$ cat src/rtl/multicycle_ctrl_pkg.sv
// Shared types and constants for the multicycle controller.
// TRAP state exists only when CTRL_TRAP_EN is defined.
package ctrl_pkg;

  typedef enum logic [4:0] {
    S_FETCH      = 5'd0,
    S_DECODE     = 5'd1,
    S_RTYPE_EX   = 5'd2,
    S_ITYPE_EX   = 5'd3,
    S_WRITE      = 5'd4,
    S_LB_MEM     = 5'd5,
    S_LB_LOAD    = 5'd6,
    S_SB_MEM_R   = 5'd7,
    S_SB_MEM_I   = 5'd8,
    S_CALC_DISP  = 5'd9,
    S_JUMP       = 5'd10,
    S_CALC_RLINK = 5'd11,
    S_WR_RLINK_J = 5'd12,
    S_PC_UP      = 5'd13,
    S_WAIT       = 5'd14,
    S_HALT       = 5'd15
`ifdef CTRL_TRAP_EN
    ,
    S_TRAP       = 5'd16
`endif
  } state_t;

  localparam logic [3:0] RTYPE  = 4'b0000;
  localparam logic [3:0] LSH    = 4'b1000;
  localparam logic [3:0] BCOND  = 4'b1100;
  localparam logic [3:0] OP_EXT = 4'b0100;
  localparam logic [3:0] SB     = 4'b0100;
  localparam logic [3:0] LB     = 4'b0000;
  localparam logic [3:0] JCOND  = 4'b1100;
  localparam logic [3:0] JAL    = 4'b1000;
  localparam logic [3:0] CMP    = 4'b1011;
  localparam logic [3:0] WA     = 4'b1111;
  localparam logic [3:0] ANDI   = 4'b0001;
  localparam logic [3:0] ORI    = 4'b0010;
  localparam logic [3:0] XORI   = 4'b0011;
  localparam logic [3:0] SBI    = 4'b0111;
  localparam logic [3:0] LSH_R  = 4'b0100;

  localparam logic [1:0] WD_MEM    = 2'b10;
  localparam logic [1:0] WD_ALU    = 2'b11;
  localparam logic [1:0] ALUA_PC   = 2'b01;
  localparam logic [1:0] ALUA_IMM  = 2'b10;
  localparam logic [1:0] ALUB_DISP = 2'b01;
  localparam logic [1:0] ALUB_ONE  = 2'b10;
  localparam logic [1:0] MADDR_PC  = 2'b01;
  localparam logic [1:0] MADDR_ALU = 2'b10;
  localparam logic [1:0] MDATA_REG = 2'b00;
  localparam logic [1:0] MDATA_IMM = 2'b01;

  localparam int PSR_N = 0;
  localparam int PSR_Z = 1;
  localparam int PSR_F = 2;
  localparam int PSR_L = 3;
  localparam int PSR_C = 4;

  function automatic logic is_zext(input logic [3:0] op);
    return (op == ANDI) || (op == ORI) || (op == XORI);
  endfunction

endpackage

$ cat src/rtl/multicycle_ctrl_if.sv
// Memory request/ready handshake between controller and memory.
interface multicycle_ctrl_if;
  logic mem_req;
  logic mem_ready;

  modport master (output mem_req, input mem_ready);
  modport slave  (input mem_req, output mem_ready);
endinterface

$ cat src/rtl/multicycle_ctrl_cond_eval.sv
// Branch condition check of the condition field against PSR flags.
module cond_eval
  import ctrl_pkg::*;
#(
  parameter int PSR_W = 5
) (
  input  logic [3:0]       branch_cond,
  input  logic [PSR_W-1:0] PSR,
  output logic             take
);

  always_comb begin
    take = 1'b0;
    case (branch_cond)
      4'b0000: take =  PSR[PSR_Z];
      4'b0001: take = !PSR[PSR_Z];
      4'b0010: take =  PSR[PSR_C];
      4'b0011: take = !PSR[PSR_C];
      4'b0100: take =  PSR[PSR_F];
      4'b0101: take = !PSR[PSR_F];
      4'b0110: take =  PSR[PSR_N];
      4'b0111: take = !PSR[PSR_N];
      4'b1000: take =  PSR[PSR_L];
      4'b1001: take = !PSR[PSR_L];
      4'b1110: take = 1'b1;
      default: take = 1'b0;
    endcase
  end

endmodule

$ cat src/rtl/multicycle_ctrl.sv
// Multicycle 16-bit datapath controller with memory stalls.
// Define CTRL_TRAP_EN to trap illegal encodings instead of halting.
module multicycle_ctrl
  import ctrl_pkg::*;
#(
  parameter int WAIT_W      = 8,
  parameter int WAIT_CYCLES = 16,
  parameter int PSR_W       = 5
) (
  input  logic             clk,
  input  logic             reset,
  input  logic [3:0]       op,
  input  logic [3:0]       op_ext,
  input  logic [3:0]       branch_cond,
  input  logic [PSR_W-1:0] PSR,
  multicycle_ctrl_if.master mem,
  output logic [1:0]       WD_S,
  output logic [1:0]       ALUA_S,
  output logic [1:0]       ALUB_S,
  output logic [1:0]       MEM_S,
  output logic [1:0]       MEM_DATA_S,
  output logic             PC_S,
  output logic             PC_EN,
  output logic             REG_WR_EN,
  output logic             INSTR_EN,
  output logic             ALU_OUT_EN,
  output logic             MEM_REG_EN,
  output logic             MEM_WR_S,
  output logic             PSR_EN,
  output logic             SE_SIGN,
  output logic             halted,
  output logic             trap
);

`ifdef CTRL_TRAP_EN
  localparam state_t S_ILL = S_TRAP;
`else
  localparam state_t S_ILL = S_HALT;
`endif

  state_t            state;
  state_t            next;
  logic [WAIT_W-1:0] wait_cnt;
  logic              take;
  logic              wait_done;

  cond_eval #(.PSR_W(PSR_W)) u_cond (
    .branch_cond (branch_cond),
    .PSR         (PSR),
    .take        (take)
  );

  assign wait_done = (wait_cnt == WAIT_W'(WAIT_CYCLES - 1));

  always_ff @(posedge clk) begin
    if (reset) state <= S_FETCH;
    else       state <= next;
  end

  // Held at zero outside WAIT, so it is clear on every entry.
  always_ff @(posedge clk) begin
    if (reset || state != S_WAIT) wait_cnt <= '0;
    else                          wait_cnt <= wait_cnt + 1'b1;
  end

  always_comb begin
    next        = state;
    mem.mem_req = 1'b0;
    WD_S        = 2'b00;
    ALUA_S      = 2'b00;
    ALUB_S      = 2'b00;
    MEM_S       = 2'b00;
    MEM_DATA_S  = 2'b00;
    PC_S        = 1'b0;
    PC_EN       = 1'b0;
    REG_WR_EN   = 1'b0;
    INSTR_EN    = 1'b0;
    ALU_OUT_EN  = 1'b0;
    MEM_REG_EN  = 1'b0;
    MEM_WR_S    = 1'b0;
    PSR_EN      = 1'b0;
    SE_SIGN     = 1'b1;
    halted      = 1'b0;
    trap        = 1'b0;
    case (state)
      S_FETCH: begin
        MEM_S       = MADDR_PC;
        mem.mem_req = 1'b1;
        INSTR_EN    = mem.mem_ready;
        if (mem.mem_ready) next = S_DECODE;
      end
      S_DECODE: begin
        unique case (1'b1)
          (op == OP_EXT): begin
            unique case (1'b1)
              (op_ext == SB):    next = S_SB_MEM_R;
              (op_ext == LB):    next = S_LB_MEM;
              (op_ext == JCOND): next = take ? S_JUMP : S_PC_UP;
              (op_ext == JAL):   next = S_CALC_RLINK;
              default:           next = S_ILL;
            endcase
          end
          (op == RTYPE): next = S_RTYPE_EX;
          (op == LSH):
            next = (op_ext == LSH_R) ? S_RTYPE_EX : S_ITYPE_EX;
          (op == BCOND): next = take ? S_CALC_DISP : S_PC_UP;
          default:       next = S_ITYPE_EX;
        endcase
      end
      S_RTYPE_EX: begin
        ALU_OUT_EN = 1'b1;
        PSR_EN     = 1'b1;
        unique case (1'b1)
          (op_ext == CMP): next = S_PC_UP;
          (op_ext == WA):  next = S_WAIT;
          default:         next = S_WRITE;
        endcase
      end
      S_ITYPE_EX: begin
        ALUA_S     = ALUA_IMM;
        ALU_OUT_EN = 1'b1;
        PSR_EN     = 1'b1;
        SE_SIGN    = !is_zext(op);
        unique case (1'b1)
          (op == CMP): next = S_PC_UP;
          (op == SBI): next = S_SB_MEM_I;
          default:     next = S_WRITE;
        endcase
      end
      S_WRITE: begin
        WD_S      = WD_ALU;
        REG_WR_EN = 1'b1;
        next      = S_PC_UP;
      end
      S_LB_MEM: begin
        WD_S        = WD_MEM;
        mem.mem_req = 1'b1;
        MEM_REG_EN  = mem.mem_ready;
        if (mem.mem_ready) next = S_LB_LOAD;
      end
      S_LB_LOAD: begin
        WD_S      = WD_MEM;
        REG_WR_EN = 1'b1;
        next      = S_PC_UP;
      end
      S_SB_MEM_R: begin
        mem.mem_req = 1'b1;
        MEM_WR_S    = mem.mem_ready;
        MEM_DATA_S  = MDATA_REG;
        if (mem.mem_ready) next = S_PC_UP;
      end
      S_SB_MEM_I: begin
        mem.mem_req = 1'b1;
        MEM_WR_S    = mem.mem_ready;
        MEM_S       = MADDR_ALU;
        MEM_DATA_S  = MDATA_IMM;
        if (mem.mem_ready) next = S_PC_UP;
      end
      S_CALC_DISP: begin
        ALUA_S = ALUA_PC;
        ALUB_S = ALUB_DISP;
        PC_S   = 1'b1;
        PC_EN  = 1'b1;
        next   = S_FETCH;
      end
      S_JUMP: begin
        PC_EN = 1'b1;
        next  = S_FETCH;
      end
      S_CALC_RLINK: begin
        ALUA_S     = ALUA_PC;
        ALUB_S     = ALUB_ONE;
        ALU_OUT_EN = 1'b1;
        next       = S_WR_RLINK_J;
      end
      S_WR_RLINK_J: begin
        WD_S      = WD_ALU;
        PC_EN     = 1'b1;
        REG_WR_EN = 1'b1;
        next      = S_FETCH;
      end
      S_PC_UP: begin
        ALUA_S = ALUA_PC;
        ALUB_S = ALUB_ONE;
        PC_S   = 1'b1;
        PC_EN  = 1'b1;
        next   = S_FETCH;
      end
      S_WAIT: begin
        if (wait_done) next = S_PC_UP;
      end
      S_HALT: begin
        halted = 1'b1;
        next   = S_HALT;
      end
`ifdef CTRL_TRAP_EN
      S_TRAP: begin
        trap  = 1'b1;
        PC_EN = 1'b1;
        next  = S_FETCH;
      end
`endif
      default: next = S_HALT;
    endcase
  end

endmodule
$ cat src/flat_wrapper.sv
// flat-port wrapper written by rule: the top's interface ports become plain ports
module multicycle_ctrl_flat import ctrl_pkg::*;
#(
  parameter int WAIT_W      = 8,
  parameter int WAIT_CYCLES = 16,
  parameter int PSR_W       = 5
)
  (clk, reset, op, op_ext, branch_cond, PSR, WD_S, ALUA_S, ALUB_S, MEM_S, MEM_DATA_S, PC_S, PC_EN, REG_WR_EN, INSTR_EN, ALU_OUT_EN, MEM_REG_EN, MEM_WR_S, PSR_EN, SE_SIGN, halted, trap, mem_mem_req, mem_mem_ready);
  multicycle_ctrl_if mem_i ();
  input  logic clk;
  input  logic reset;
  input  logic [3:0] op;
  input  logic [3:0] op_ext;
  input  logic [3:0] branch_cond;
  input  logic [PSR_W-1:0] PSR;
  output logic [1:0] WD_S;
  output logic [1:0] ALUA_S;
  output logic [1:0] ALUB_S;
  output logic [1:0] MEM_S;
  output logic [1:0] MEM_DATA_S;
  output logic PC_S;
  output logic PC_EN;
  output logic REG_WR_EN;
  output logic INSTR_EN;
  output logic ALU_OUT_EN;
  output logic MEM_REG_EN;
  output logic MEM_WR_S;
  output logic PSR_EN;
  output logic SE_SIGN;
  output logic halted;
  output logic trap;
  output wire logic [$bits(mem_i.mem_req)-1:0] mem_mem_req;
  input wire logic [$bits(mem_i.mem_ready)-1:0] mem_mem_ready;
  assign mem_mem_req = mem_i.mem_req;
  assign mem_i.mem_ready = mem_mem_ready;
  multicycle_ctrl #(.WAIT_W(WAIT_W), .WAIT_CYCLES(WAIT_CYCLES), .PSR_W(PSR_W)) u_core (.clk(clk), .reset(reset), .op(op), .op_ext(op_ext), .branch_cond(branch_cond), .PSR(PSR), .mem(mem_i), .WD_S(WD_S), .ALUA_S(ALUA_S), .ALUB_S(ALUB_S), .MEM_S(MEM_S), .MEM_DATA_S(MEM_DATA_S), .PC_S(PC_S), .PC_EN(PC_EN), .REG_WR_EN(REG_WR_EN), .INSTR_EN(INSTR_EN), .ALU_OUT_EN(ALU_OUT_EN), .MEM_REG_EN(MEM_REG_EN), .MEM_WR_S(MEM_WR_S), .PSR_EN(PSR_EN), .SE_SIGN(SE_SIGN), .halted(halted), .trap(trap));
endmodule
$ cat config.mk
export PLATFORM = sky130hd
export DESIGN_NAME = multicycle_ctrl_flat
export DESIGN_NICKNAME = d
export VERILOG_FILES = /design/src/rtl/multicycle_ctrl_pkg.sv /design/src/rtl/multicycle_ctrl_if.sv /design/src/rtl/multicycle_ctrl_cond_eval.sv /design/src/rtl/multicycle_ctrl.sv /design/src/flat_wrapper.sv
export SDC_FILE = /design/constraint.sdc
export NUM_CORES = 1
export LEC_CHECK = 0
export ABC_AREA = 1
export CAP_MARGIN = 5
export CORE_MARGIN = 8
export CORE_UTILIZATION = 47
export DETAILED_ROUTE_END_ITERATION = 10
export PLACE_DENSITY = 0.87
export SYNTH_ARGS = -nofsm -noshare
export SYNTH_HDL_FRONTEND = slang
export SYNTH_SLANG_ARGS = --single-unit
$ cat constraint.sdc
create_clock -name clk -period 4.1 [get_ports clk]
set_input_delay 0.615 -clock clk [delete_from_list [all_inputs] [get_ports clk]]
set_output_delay 0.615 -clock clk [all_outputs]
set_load 0.005 [all_outputs]
-- Word-level counts from Yosys, hierarchy flattened
Index checks and enable logic that the tools add are counted.
- word-level logic and storage cells: 102
- bits in registers: 13
- input bits: 20
- output and inout bits: 22
- eq/ne operators: 44
- $add $sub $neg: 1
- multiplexer cells: 29
- reduce and logical (&&, ||, !) cells: 26
- operators with widths (cell ; count):
    $pmux 5 s10 ; 1
    $eq 4x4->1 const B ; 10
    $eq 5x4->1 const B ; 8
    $pmux 5 s4 ; 2
    $eq 4x3->1 const B ; 7
    $eq 5x3->1 const B ; 4
    $mux 5 ; 4
    $eq 4x2->1 const B ; 4
    $pmux 2 s2 ; 4
    $pmux 4 s2 ; 2
    $reduce_or 2->1 ; 7
    $mux 1 ; 13
    $logic_not 4->1 ; 3
    $pmux 1 s11 ; 1
    $eq 5x2->1 const B ; 2
    $reduce_or 3->1 ; 3
    $add 8x1->8 const B ; 1
    $eq 4x1->1 const B ; 2
    $eq 8x4->1 const B ; 1
    $reduce_or 4->1 ; 2
    $logic_not 1->1 ; 6
    $mux 3 ; 2
    $eq 5x1->1 const B ; 1
    $logic_not 5->1 ; 1
    5 further kinds ; 9

-- Logic depth before layout (Yosys ltp)
Gate-level depths: netlist (run 1).
- depth in word-level cells: 6
- depth in mapped cells: 11
- depth with buffers taken out: 11

-- Hierarchy
A second synthesis (run 1) with hierarchy kept.
- cells, all modules: 224
- area total of the unflattened synthesis: 1204.9 µm²
- modules (own cells, without submodules) (module ; instances ; sequential area each (µm²) ; area each (µm²) ; cells each):
    multicycle_ctrl ; 1 ; 240.2 ; 1069.8 ; 190
    cond_eval ; 1 ; 0.0 ; 135.1 ; 34

-- Worst setup path before layout (run 1)
OpenSTA, ideal clock, no wires.
- path type: reg-to-output
- start point: register u_core.state[0]
- end point: output PC_EN
- data arrival time: 0.933 ns
- stages on the path, launching flop included: 7
- path slack: 2.552 ns
- path through: dfxtp_1 > inv_1 > nor2_1 > inv_1 > nor2_1 > inv_1 > o221ai_1
- word-level cells in the longest chain between the ends: 3
- ends and longest elaborated chain (item ; RTL line ; RTL):
    start: declaration ; multicycle_ctrl.sv:41 ; state_t state;
    start signal: assignment ; multicycle_ctrl.sv:57 ; else state <= next;
    $eq 5x4->1 ; multicycle_ctrl.sv:85 ; case (state)
    $reduce_or 4->1 (no line) (*) ; - ;
    $mux 1 (*) ; multicycle_ctrl.sv:85 ;
    end: declaration ; flat_wrapper.sv:22 ; output logic PC_EN;
Mark *: on every way between the ends. The rest lies on a longest branch, timed or not.

-- Final worst setup path (run 1)
- start point: input op[0]
- end point: output SE_SIGN
- word-level cells in the longest chain between the ends: 5
- ends and longest elaborated chain (item ; RTL line ; RTL):
    start: declaration ; flat_wrapper.sv:12 ; input logic [3:0] op;
    $eq 4x1->1 / $eq 4x2->1 (equally long branches) ; multicycle_ctrl_pkg.sv:62 ; return (op == ANDI) || (op == ORI) || (op == XORI);
    $logic_or 1x1->1 ; multicycle_ctrl_pkg.sv:62 ;
    $logic_or 1x1->1 (*) ; multicycle_ctrl_pkg.sv:62 ;
    $logic_not 1->1 (*) ; multicycle_ctrl.sv:123 ; SE_SIGN = !is_zext(op);
    $mux 1 (*) ; multicycle_ctrl.sv:85 ;
    end: declaration ; flat_wrapper.sv:29 ; output logic SE_SIGN;
Marked as above.

==> flow_summary.yaml, run 1 <==
worst_setup_path:
  worstPathArrival_ns: 1.91
  slowest_delay_ns: 0.50
  critPathMostFrequentCell: "clkdlybuf4s50_1"
  crit_buf_inv: 3
  slowest_stage: "clkdlybuf4s50_1"
  cp_top_family: "buffers and inverters"
  crit_chain: "clkdlybuf4s50_1 > nor2_1 > inv_1 > nand4_1 > clkdlybuf4s50_1"
  r2r_slack_ns: 2.64
  path_max_fanout: 3
  worstPathRequired_ns: 3.48
  crit_path_end_kind: "output pin"
  criticalPathCategory: "primary input to output pin"
  setup.worst_path.start_class: "primary input"
floorplan:
  row_count: 17
  die-area_um2: 4130
  ios: 42
  die_h_um: 64.2
  initial_core_util_pct: 49.4
  fp.dieW_um: 64.2
  core-area_um2: 2210
finish:
  final_cells: 271
  finalInstanceArea_um2: 1540
  syn2layout_area_growth_pct: 40.5
  nNetsFinal: 265
  drive_gt1_share_pct: 4.12
  n_antenna_cell: 0
logic_synthesis:
  synth_most_common_cell: "nand2_1"
  synth_cells: 202
  ys_top_cells_by_count: "nand2_1 (46), nor2_1 (43), inv_1 (39)"
  syn_area_um2: 1090
  avgSynthCellArea_um2: 5.41
  synth_seq_cells: 12
  synthArstFlopShare_pct: 0
  synth_top_cells_by_area: "dfxtp_1 (22%), nand2_1 (16%), nor2_1 (15%)"
  synth_top_area_share_pct: 22.0
  synth_edf_count: 0
  ys_warn_count: 0
  yosys.area.top_type: "dfxtp_1"
  seq_area_frac_synth_pct: 22.0
  yosysUniqueCellTypes: 23
  ys.flop_type: "dfxtp_1"
cts:
  root_buffer: "clkbuf_4"
  cts_made_buffers: 3
  htree_levels: 1
  cts_max_path_buffers: 2
  clock_latency_ns: 0.27
  cts_sinks: 12
  cts_resized: 0
  postCtsSetupBuffers: 0
  path_clk_slew_ns: 0.07
  hold_buffers: 0
  cts_tree: "yes"
place:
  gp_congestion: 0.862
  dp_cells: 267
  portBuffers: 39
  place_area_um2: 1500
  dpl.hpwl_mm: 2.32
timing:
  fin_crit_ns: 2.52
  fin_skew_ns: 0.00674
  setup_viol: 0
  tns_ns: 0
  grt_setup_unrepaired: "no"
  slew_violations: 0
  max_freq_ghz: 0.396
  fin_crit_sh_pct: 61.6
  hold_violations: 0
detailed_routing:
  firstDrtPassIters: 4
  wire_per_inst_um: 9.82
  drt_wl_total_mm: 2.66
  vias: 1303
  via_per_inst: 4.81
  drt_iter0_markers: 67
  ant_nets: 0
  drc: 0
global_routing:
  grt_pass1_wl_mm: 4.62
  grt_start_max_net_pins: 8
  grt_util_all_layers_pct: 12.8
  globalRoute.totalOverflow: 0
  antenna_found_initial: 0
  grt_pass1_vias: 1168
power_and_ir_drop:
  vdd_ir_drop_max_uv: 319
  p_per_area_nw_per_um2: 427
  leakage_nw: 0.687
job:
  cap_violations: 0
outcome:
  outcome: "finished clean"
min_path:
  min_path_type: "flip-flop to flip-flop"
-- stage by stage --
step                      util (%)  power (mW)  setup slack, ns  hold WS (ns)
after floorplan                  -       0.387             2.55         0.418
after global placement        67.8       0.567             1.59         0.432
after detailed placement      67.8       0.570             1.57         0.443
after CTS                     69.5       0.663             1.57         0.456
after global routing          69.5       0.716             1.47         0.482
final                         69.5       0.656             1.58         0.456
-- metal layers --
layer | routed length [µm] | track usage (%) | part of all wire [%]
met5 | 0 | 0 | 0
met4 | 8 | 3.00 | 0.30
met3 | 176 | 3.83 | 6.6
met2 | 1280 | 22.3 | 48
met1 | 1200 | 15.0 | 45
-- path summary, 6_finish.rpt --
kind,startpoint,to,depth (start not counted)
setup / recovery,op[0],SE_SIGN,5
hold / removal,u_core.wait_cnt[0]$_SDFF_PP0_,u_core.wait_cnt[0]$_SDFF_PP0_,1
setup reg to reg,u_core.wait_cnt[0]$_SDFF_PP0_,u_core.state[0]$_SDFFE_PP0P_,8
hold reg to reg,u_core.wait_cnt[0]$_SDFF_PP0_,u_core.wait_cnt[0]$_SDFF_PP0_,1
-- logic make-up (layout without fill, tap and decap cells) --
kind of cell | Yosys count | count (layout) | synth area share (%)
simple gates | 115 | 115 | 44.5
buf+inv | 43 | 83 | 15.8
compound gates | 28 | 28 | 14.6
flops | 12 | 12 | 22.0
xor+xnor | 2 | 2 | 1.60
fa+ha+maj | 1 | 1 | 1.14
other cells | 1 | 2 | 0.343
-- power breakdown --
part           leakage (nW)  switching [mW]  internal [mW]
Sequential           0.0976          0.0186          0.133
Clock                0.0210          0.0366         0.0540
Combinational         0.569           0.212          0.202
-- registers in the layout (all words and copies together) (netlist names) --
| name | count |
|---|---|
| u_core.state | 4 |
| u_core.wait_cnt | 8 |
-- worst reg2reg max path: cells and delay by family, from the launching register on --
family / cells / cell delay [ns]
buffers and inverters: 1 / 0.06
adder cells (fa/ha/maj): 1 / 0.19
AO/OA/AOI/OAI: 3 / 0.35
flip-flops: 1 / 0.36
AND/OR/NAND/NOR: 3 / 0.37
-- layout by cell type, fill, tap and decap left out, types with 2 or more instances in the layout --
cell type,synthesis,routed
a21oi_1,12,12
inv_1,39,39
nand3_1,11,11
clkbuf_4,0,3
nor3_1,5,5
conb_1,1,2
nand2_1,46,46
o21ai_0,11,11
xnor2_1,2,2
a31oi_1,2,2
clkdlybuf4s50_1,0,39
nand4_1,5,5
nor2_1,43,43
dfxtp_1,12,12
-- cell type report --
cell class | count | area [µm²]
Multi-Input combinational cell | 148 | 684
Fill cell | 223 | 676
Timing Repair Buffer | 39 | 390
Sequential cell | 12 | 240
Inverter | 40 | 150
Clock buffer | 4 | 36.3
Tap cell | 28 | 35.0
Power figures use the tool's default switching activity.
==> run 2, diff against run 1 <==
CORE_UTILIZATION = 39   (was 47)
PLACE_DENSITY = 0.77   (was 0.87)
clock period = 2.24 ns   (was 4.1 ns; I/O delays follow)
==> run 2 against run 1 <==
Effect of this change: flip-flop and latch count unchanged; non-clock buffer count unchanged; total power up 87%; sequential power up 87%; clock skew down 0.0028 ns; via count down 0.46%; critical path type is now flip-flop to output pin; critical endpoint is now PC_EN; highest routed layer is now met3.
==> flow_summary.yaml, run 2 (synthesis gave the netlist of run 1 again) <==
finish:
  final_cell_mix: "nand2_1 (46), nor2_1 (42), inv_1 (39), clkdlybuf4s50_1 (39), a21oi_1 (12)"
  syn2layout_area_growth_pct: 41.6
  finalInstanceArea_um2: 1550
  regArea_um2: 241
  layout.cells.most_common: "nand2_1"
  drive_gt1_share_pct: 4.94
  top_register: "u_core.wait_cnt"
  nNetsFinal: 265
  num-fill-cells: 265
  final_cells: 274
  largest_reg_flops: 8
  multi_input_area_um2: 692
  n_antenna_cell: 0
  utilization_pct: 57.2
  top_regs: "u_core.wait_cnt x8, u_core.state x4"
job:
  cap_violations: 0
detailed_routing:
  firstDrtPassIters: 4
  wire_per_inst_um: 9.78
  drc: 0
  drt_iter0_markers: 81
  dr_wl_met2_mm: 1.32
  m1WireLength_mm: 1.14
  vias: 1297
  ant_nets: 0
  highest_layer: "met3"
  wl_met3_um: 219
  via_per_inst: 4.73
  drt_wl_total_mm: 2.68
timing:
  slew_violations: 0
  fin_crit_ns: 2.08
  setup_viol: 0
  max_freq_ghz: 0.480
  fin_skew_ns: 0.00398
  hold_violations: 0
  fin_crit_sh_pct: 93.0
  grt_setup_unrepaired: "no"
  fin_ws_ns: 0.158
  whs_ns: 0.447
  tns_ns: 0
cts:
  clock_latency_ns: 0.27
  cts_made_buffers: 3
  cts_tree: "yes"
  path_clk_slew_ns: 0.07
  root_buffer: "clkbuf_4"
  cts_resized: 0
  hold_buffers: 0
  postCtsSetupBuffers: 0
  cts_sinks: 12
  htree_levels: 1
  cts_max_path_buffers: 2
min_path:
  min_from: "u_core.wait_cnt[0]$_SDFF_PP0_"
  holdPathEnd: "u_core.wait_cnt[0]$_SDFF_PP0_"
  min_path_cells: 1
  min_path_type: "flip-flop to flip-flop"
worst_setup_path:
  worstPathArrival_ns: 1.75
  path_max_fanout: 4
  r2r-start: "u_core.state[0]$_SDFFE_PP0P_"
  startpoint: "u_core.state[0]$_SDFFE_PP0P_"
  worstPathRequired_ns: 1.90
  r2r_slack_ns: 0.74
  criticalPathCategory: "flip-flop to output pin"
  crit_path_end_kind: "output pin"
  setup.worst_path.start_class: "flip-flop"
  reg2reg_to: "u_core.state[1]$_SDFFE_PP0P_"
  rr_worst_depth: 8
floorplan:
  die-area_um2: 4750
  core-area_um2: 2710
  row_count: 19
  ios: 42
  die_h_um: 69.0
  initial_core_util_pct: 40.4
  fp.dieW_um: 69.0
outcome:
  outcome: "finished clean"
global_routing:
  globalRoute.totalOverflow: 0
  grt_pass1_wl_mm: 4.41
  antenna_found_initial: 0
  grt_pass1_vias: 1150
  grt_util_all_layers_pct: 11.5
  grt_start_max_net_pins: 8
power_and_ir_drop:
  power.switching_uw: 510
  vdd_ir_drop_max_uv: 704
  p_per_area_nw_per_um2: 794
  seq_power_share_pct: 23.2
  leakage_nw: 0.688
  internal_power_uw: 719
  p_sw_share_pct: 41.5
  power_frac_comb_pct: 63.1
  pwr-share-clk_pct: 13.7
  power.total_mw: 1.23
place:
  portBuffers: 39
  dp_cells: 270
  pre_cts_ws_ns: 0.304
  gp_congestion: 0.845
  place_area_um2: 1500
  dpl.hpwl_mm: 2.32
-- run 2: metal layers --
metal,track usage [%],vias up
li1,-,712
met3,2.26,0
met1,12.2,548
met4,4.51,0
met2,21.6,37
met5,0,-
-- run 2: worst max-delay path by stage --
stage	endpoint	slack, ns	cells past startpoint
floorplan	u_core.state[2]$_SDFFE_PP0P_	0.94	8
global placement	SE_SIGN	0.31	5
detailed placement	SE_SIGN	0.30	5
CTS	PC_EN	0.06	7
global route	PC_EN	0.03	7
finish	PC_EN	0.16	7
-- run 2: worst max-delay path: stages, from the launching register on --
cell,delay (ns)
dfxtp_1,0.38
inv_1,0.11
nor2_4,0.12
inv_1,0.07
nor2_1,0.14
inv_1,0.07
o221ai_1,0.07
clkdlybuf4s50_1,0.53
-- run 2: cell type report --
type,count,area share [%]
Clock buffer,4,2.34
Inverter,40,9.69
Multi-Input combinational cell,148,44.7
Sequential cell,12,15.6
Tap cell,31,2.50
Timing Repair Buffer,39,25.2
-- run 2: power groups by stage --
stage | clock, mW | sequential [mW] | combinational (mW)
after CTS | 0.176 | 0.276 | 0.771
after global routing | 0.190 | 0.291 | 0.860
after detailed placement | 0 | 0.281 | 0.769
after global placement | 0 | 0.281 | 0.764
final | 0.168 | 0.285 | 0.776
after floorplan | 0 | 0.272 | 0.436
